File: src/rtl/acc_exec.sv
// Accumulator sequencer: accepts one instruction, drives an external combinational ALU
// and writes back. Define ACC_EXEC_REPEAT_EN to enable multi-pass shift instructions.
module acc_exec (
   input  logic       clk,
   input  logic       rst,
   input  logic       in_valid,
   output logic       in_ready,
   input  logic [3:0] in_op,
   input  logic       in_xy,
   input  logic [7:0] in_b,
   input  logic       in_wr,
   input  logic [2:0] in_cnt,
   output logic [7:0] alu_a,
   output logic [7:0] alu_b,
   output logic [3:0] alu_op,
   output logic       alu_xy,
   output logic       alu_cin,
   input  logic [7:0] alu_q,
   input  logic       alu_cout,
   output logic [7:0] acc,
   output logic       carry,
   output logic       done
);

   typedef enum logic {StIdle, StExec} state_e;

   state_e     state_q, state_d;
   logic [3:0] op_q, op_d;
   logic       xy_q, xy_d;
   logic [7:0] b_q, b_d;
   logic       wr_q, wr_d;
   logic [7:0] acc_q, acc_d;
   logic       carry_q, carry_d;
   logic       done_q, done_d;
   logic       last_pass;

`ifdef ACC_EXEC_REPEAT_EN
   logic [2:0] cnt_q, cnt_d;
   assign last_pass = (cnt_q == 3'd0);
`else
   logic unused_in_cnt;
   assign unused_in_cnt = ^in_cnt;
   assign last_pass     = 1'b1;
`endif

   always_comb begin
      state_d  = state_q;
      op_d     = op_q;
      xy_d     = xy_q;
      b_d      = b_q;
      wr_d     = wr_q;
      acc_d    = acc_q;
      carry_d  = carry_q;
      done_d   = 1'b0;
      in_ready = (state_q == StIdle);
`ifdef ACC_EXEC_REPEAT_EN
      cnt_d    = cnt_q;
`endif
      unique case (state_q)
         StIdle: begin
            if (in_valid) begin
               op_d    = in_op;
               xy_d    = in_xy;
               b_d     = in_b;
               wr_d    = in_wr;
               state_d = StExec;
`ifdef ACC_EXEC_REPEAT_EN
               // Only shift-class opcodes repeat; everything else is a single pass.
               cnt_d   = (in_op[3:2] == 2'b11) ? in_cnt : 3'd0;
`endif
            end
         end
         StExec: begin
            carry_d = alu_cout;
            if (wr_q) acc_d = alu_q;
            if (last_pass) begin
               state_d = StIdle;
               done_d  = 1'b1;
            end
`ifdef ACC_EXEC_REPEAT_EN
            else begin
               cnt_d = cnt_q - 3'd1;
            end
`endif
         end
         default: state_d = StIdle;
      endcase
   end

   always_ff @(posedge clk) begin
      if (rst) begin
         state_q <= StIdle;
         op_q    <= 4'h0;
         xy_q    <= 1'b0;
         b_q     <= 8'h00;
         wr_q    <= 1'b0;
         acc_q   <= 8'h00;
         carry_q <= 1'b0;
         done_q  <= 1'b0;
`ifdef ACC_EXEC_REPEAT_EN
         cnt_q   <= 3'd0;
`endif
      end else begin
         state_q <= state_d;
         op_q    <= op_d;
         xy_q    <= xy_d;
         b_q     <= b_d;
         wr_q    <= wr_d;
         acc_q   <= acc_d;
         carry_q <= carry_d;
         done_q  <= done_d;
`ifdef ACC_EXEC_REPEAT_EN
         cnt_q   <= cnt_d;
`endif
      end
   end

   assign alu_a   = acc_q;
   assign alu_b   = b_q;
   assign alu_op  = op_q;
   assign alu_xy  = xy_q;
   assign alu_cin = carry_q;
   assign acc     = acc_q;
   assign carry   = carry_q;
   assign done    = done_q;

endmodule

File: config.mk
export PLATFORM = sky130hd
export DESIGN_NAME = acc_exec
export DESIGN_NICKNAME = d
export VERILOG_FILES = /design/src/rtl/acc_exec.sv
export SDC_FILE = /design/constraint.sdc
export NUM_CORES = 1
export LEC_CHECK = 0
export BUFFER_PORTS_ARGS = -buffer_cell sky130_fd_sc_hd__buf_2
export CORE_MARGIN = 2
export CORE_UTILIZATION = 47
export CTS_BUF_LIST = sky130_fd_sc_hd__clkbuf_8 sky130_fd_sc_hd__clkbuf_16
export CTS_CLUSTER_SIZE = 40
export DETAILED_ROUTE_END_ITERATION = 8
export GPL_TIMING_DRIVEN = 0
export PLACE_DENSITY = 0.84
export SYNTH_ARGS = -nofsm -noshare
export SYNTH_HDL_FRONTEND = slang
export SYNTH_SLANG_ARGS = --single-unit
File: constraint.sdc
create_clock -name clk -period 1.6 [get_ports clk]
set_input_delay 0.32 -clock clk [delete_from_list [all_inputs] [get_ports clk]]
set_output_delay 0.32 -clock clk [all_outputs]
set_load 0.02 [all_outputs]
-- After elaboration in Yosys (flattened, before gate mapping)
Cells that the tools add are included.
- flip-flop bits (word level): 25
- bits of input ports: 29
- output and inout bits: 33
- logic and storage cells: 14
- multiplexer cells: 3
- bitwise operators: 1
- reductions and logical operators: 2
- operators by type and width (cell ; number):
    2-bit AND reduction ; 2
    1-bit two-way mux ; 2
    1-bit case mux with 2 select lines ; 1
    1-bit NOT ; 1

-- Depth between registers and ports, before layout
- word-level depth: 2
- depth in mapped cells: 4
- mapped depth without buffers: 2

-- Least setup slack after synthesis
OpenSTA, ideal clock, no wires.
- kind: register -> output
- from: register state_q
- to: output in_ready
- arrival: 0.771 ns
- data required time: 1.280 ns
- slack: 0.509 ns
- stages on the path, launching flop included: 4
- buffers on the path: 2
- path through: dfxtp_1 > buf_4 > buf_6 > inv_1
- cells in the longest elaborated chain, start to end: 1
- ends and longest elaborated chain (item ; line ; RTL):
    start, declared ; 27 ; state_e state_q, state_d;
    start signal, assigned ; 92 ; state_q <= StIdle;
    start signal, assigned ; 104 ; state_q <= state_d;
    1-bit NOT (no source line) ; -- ;
    end, declared ; 7 ; output logic in_ready,
No other way between the ends.

-- Final worst setup path
Same ends and word-level chain as after synthesis.

==> reports/metrics.yaml <==
run_status:
  outcome: "completed"
synth:
  synthArstFlopShare_pct: 0
  ys_types: 17
  postSynthAreaPerCell_um2: 9.79
  syn_inst: 117
  netlist.top_cell.by_area: "dfxtp_1"
  synth_largest_type_area_fraction_pct: 43.7
  synth-seq-area-share_pct: 43.7
  synthTopCellsByCount: "dfxtp_1 (25), nand2b_1 (14), nand4bb_1 (14), buf_4 (10), o21ai_0 (9)"
  synth.area.top_cells: "dfxtp_1 (44%), nand4bb_1 (14%), nand2b_1 (7.7%)"
  synth-edff-count: 0
  dominantRegCellSynth: "dfxtp_1"
  yosys_warnings: 0
  synth_seq_cells: 25
  syn-cell-area_um2: 1140
  post-synth-top-count-cell: "dfxtp_1"
  mapped_nets: 146
timing:
  timing.clock.skew_ns: 0.00181
  relSlewSlack_pct: 76.9
  timing.setup.tns_ns: 0
  maxSlewViolCount: 0
  period_minus_slack_ns: 1.51
  timing.final.setup_violations: 0
  rsz0062_at_grt: "false"
  fmaxAchievable_mhz: 661
  worst_max_slew_pin_slew_ns: 0.346
  post-route-worst-setup-slack_ns: 0.0862
  finalCritPeriodShare_pct: 94.6
  final-hold-violation-count: 0
cts:
  clk_path_buf_depth: 2
  ctsHoldBuffers: 0
  cts-resized-gates: 0
  post-cts-setup-buffers: 0
  root_buffer: "clkbuf_8"
  clkTransAtPathRegs_ns: 0.09
  cts-buffers-inserted: 3
  cts_num_sinks: 25
  clock_tree_from_tritoncts: "yes"
  htreeDepth: 1
  clk_latency_ns: 0.26
place:
  gp_routability_congestion: 0.742
  postPlaceCellArea_um2: 1470
  portBuffers: 57
  dp_hpwl_mm: 2.00
  pre_cts_ws_ns: 0.310
drt:
  highest-signal-layer: "met4"
  drc_errors: 0
  initial_drc_count: 21
  drt-met1-wl_mm: 1.14
  met2_length_mm: 1.28
  drtAntennaViolNets: 0
  avgRoutedWirePerCell_um: 12.7
  firstDrtPassIters: 4
  drt_wl_total_mm: 2.62
  via_per_inst: 5.15
  met3WireLength_um: 181
  routed-via-count: 1060
cells_and_area:
  drive_above_1_share_pct: 48.9
  n_fill_cell: 211
  antenna_cells_inserted: 0
  flow.area_growth_from_synthesis_pct: 32.3
  final_nets: 208
  post-route-cell-area_um2: 1520
  final_core_util_pct: 67.2
floorplan:
  top_level_ports: 62
  dieArea_um2: 2850
  die-height_um: 53.4
  starting_density_of_the_core_pct: 50.8
  core.rowCount: 17
  die_width_um: 53.4
  core_region_um2: 2250
pwr:
  power_leakage_nw: 0.711
  worst_ir_drop_vdd_uv: 595
  power.density_nw_per_um2: 830
global_routing:
  number_of_global_route_vias_before_repair: 942
  grt_antenna_before_repair: 0
  gr-usage-all-layers_pct: 19.8
  grt_start_max_net_pins: 16
  grt.overflow.total: 0
  grt_first_pass_wirelength_mm: 4.13
setup_path:
  timing.critical_path.fanout_max: 10
  worstPathRequired_ns: 1.28
  crit_chain: "buf_4 -> buf_6 -> inv_1 -> buf_2"
  critPathSlowestCell: "dfxtp_2"
  worstPathArrival_ns: 1.19
  setup.worst_path.end_class: "output pin"
  critPathLaunchType: "flop"
  worst_path_largest_cell_delay_ns: 0.39
  worstSetupPathType: "reg2out"
flow_run:
  timing.max_cap.violations: 0
worst_hold_path:
  min_path_type: "in2reg"
flip-flops by register name (all words and copies together), names as in the netlist:
signal   cells
done         1
wr_q         1
acc          8
alu_b        8
state_q      1
alu_op       4
alu_xy       1
alu_cin      1
kinds of logic (layout without fill, tap and decap cells):
family                 Yosys count  after routing  synth area share, %
AO/OA/AOI/OAI                   30             30                 16.6
buffers and inverters           21             82                 11.9
flip-flops                      25             25                 43.7
multiplexers                     1              1                0.874
AND/OR/NAND/NOR                 40             40                 26.9
final timing paths:
kind,start,to,slack [ns],cells after the start
worst max-delay path,state_q,in_ready,0.09,4
worst min-delay path,alu_cout,alu_cin,0.30,3
worst max register to register,state_q,alu_cin,0.54,4
worst min register to register,alu_b[3],alu_b[3],0.47,2
final cells by class:
| cell class | count | area [µm²] | area share (%) |
|---|---|---|---|
| Sequential cell | 25 | 502 | 33.1 |
| Buffer | 20 | 133 | 8.75 |
| Multi-Input combinational cell | 71 | 508 | 33.5 |
| Inverter | 1 | 3.75 | 0.248 |
| Tap cell | 28 | 35.0 | 2.31 |
| Clock inverter | 1 | 7.51 | 0.495 |
| Clock buffer | 3 | 41.3 | 2.73 |
| Timing Repair Buffer | 57 | 285 | 18.8 |
layout by cell type (no fill, tap or decap):
master      instances
buf_2              61
dfxtp_1            24
nand2b_1           14
nand4bb_1          14
buf_4              10
o21ai_0             9
nand3_1             8
a21bo_2             8
a21oi_1             8
o21ai_1             5
clkbuf_1            4
clkbuf_8            3
buf_6               2
nor2_1              2
inv_1               1
nor2b_2             1
mux2i_1             1
nor2b_1             1
clkinvlp_4          1
dfxtp_2             1
stage by stage:
| step | std cells | power [mW] | hold WS [ns] |
|---|---|---|---|
| 6_report | 206 | 1.26 | 0.297 |
| 5_1_grt | 206 | 1.31 | 0.306 |
| 4_1_cts | 206 | 1.26 | 0.304 |
| 3_5_place_dp | 202 | 0.892 | 0.459 |
| 3_3_place_gp | 202 | 0.884 | 0.452 |
| 2_1_floorplan | 117 | 0.810 | 0.467 |
layer usage:
metal	up-vias	GRT usage (%)
met3	2	1.98
met4	0	7.69
li1	519	-
met5	-	0
met2	42	33.1
met1	497	25.9
power by group:
group | switching (mW) | internal, mW
Sequential | 0.0160 | 0.651
Clock | 0.203 | 0.176
Combinational | 0.116 | 0.0950
Total | 0.335 | 0.922
worst max-delay path, delay by kind of cell, from the launching register on:
family	cells	cell delay, ns
buf+inv	4	0.54
flops	1	0.39
(Power assumes the default switching activity.)
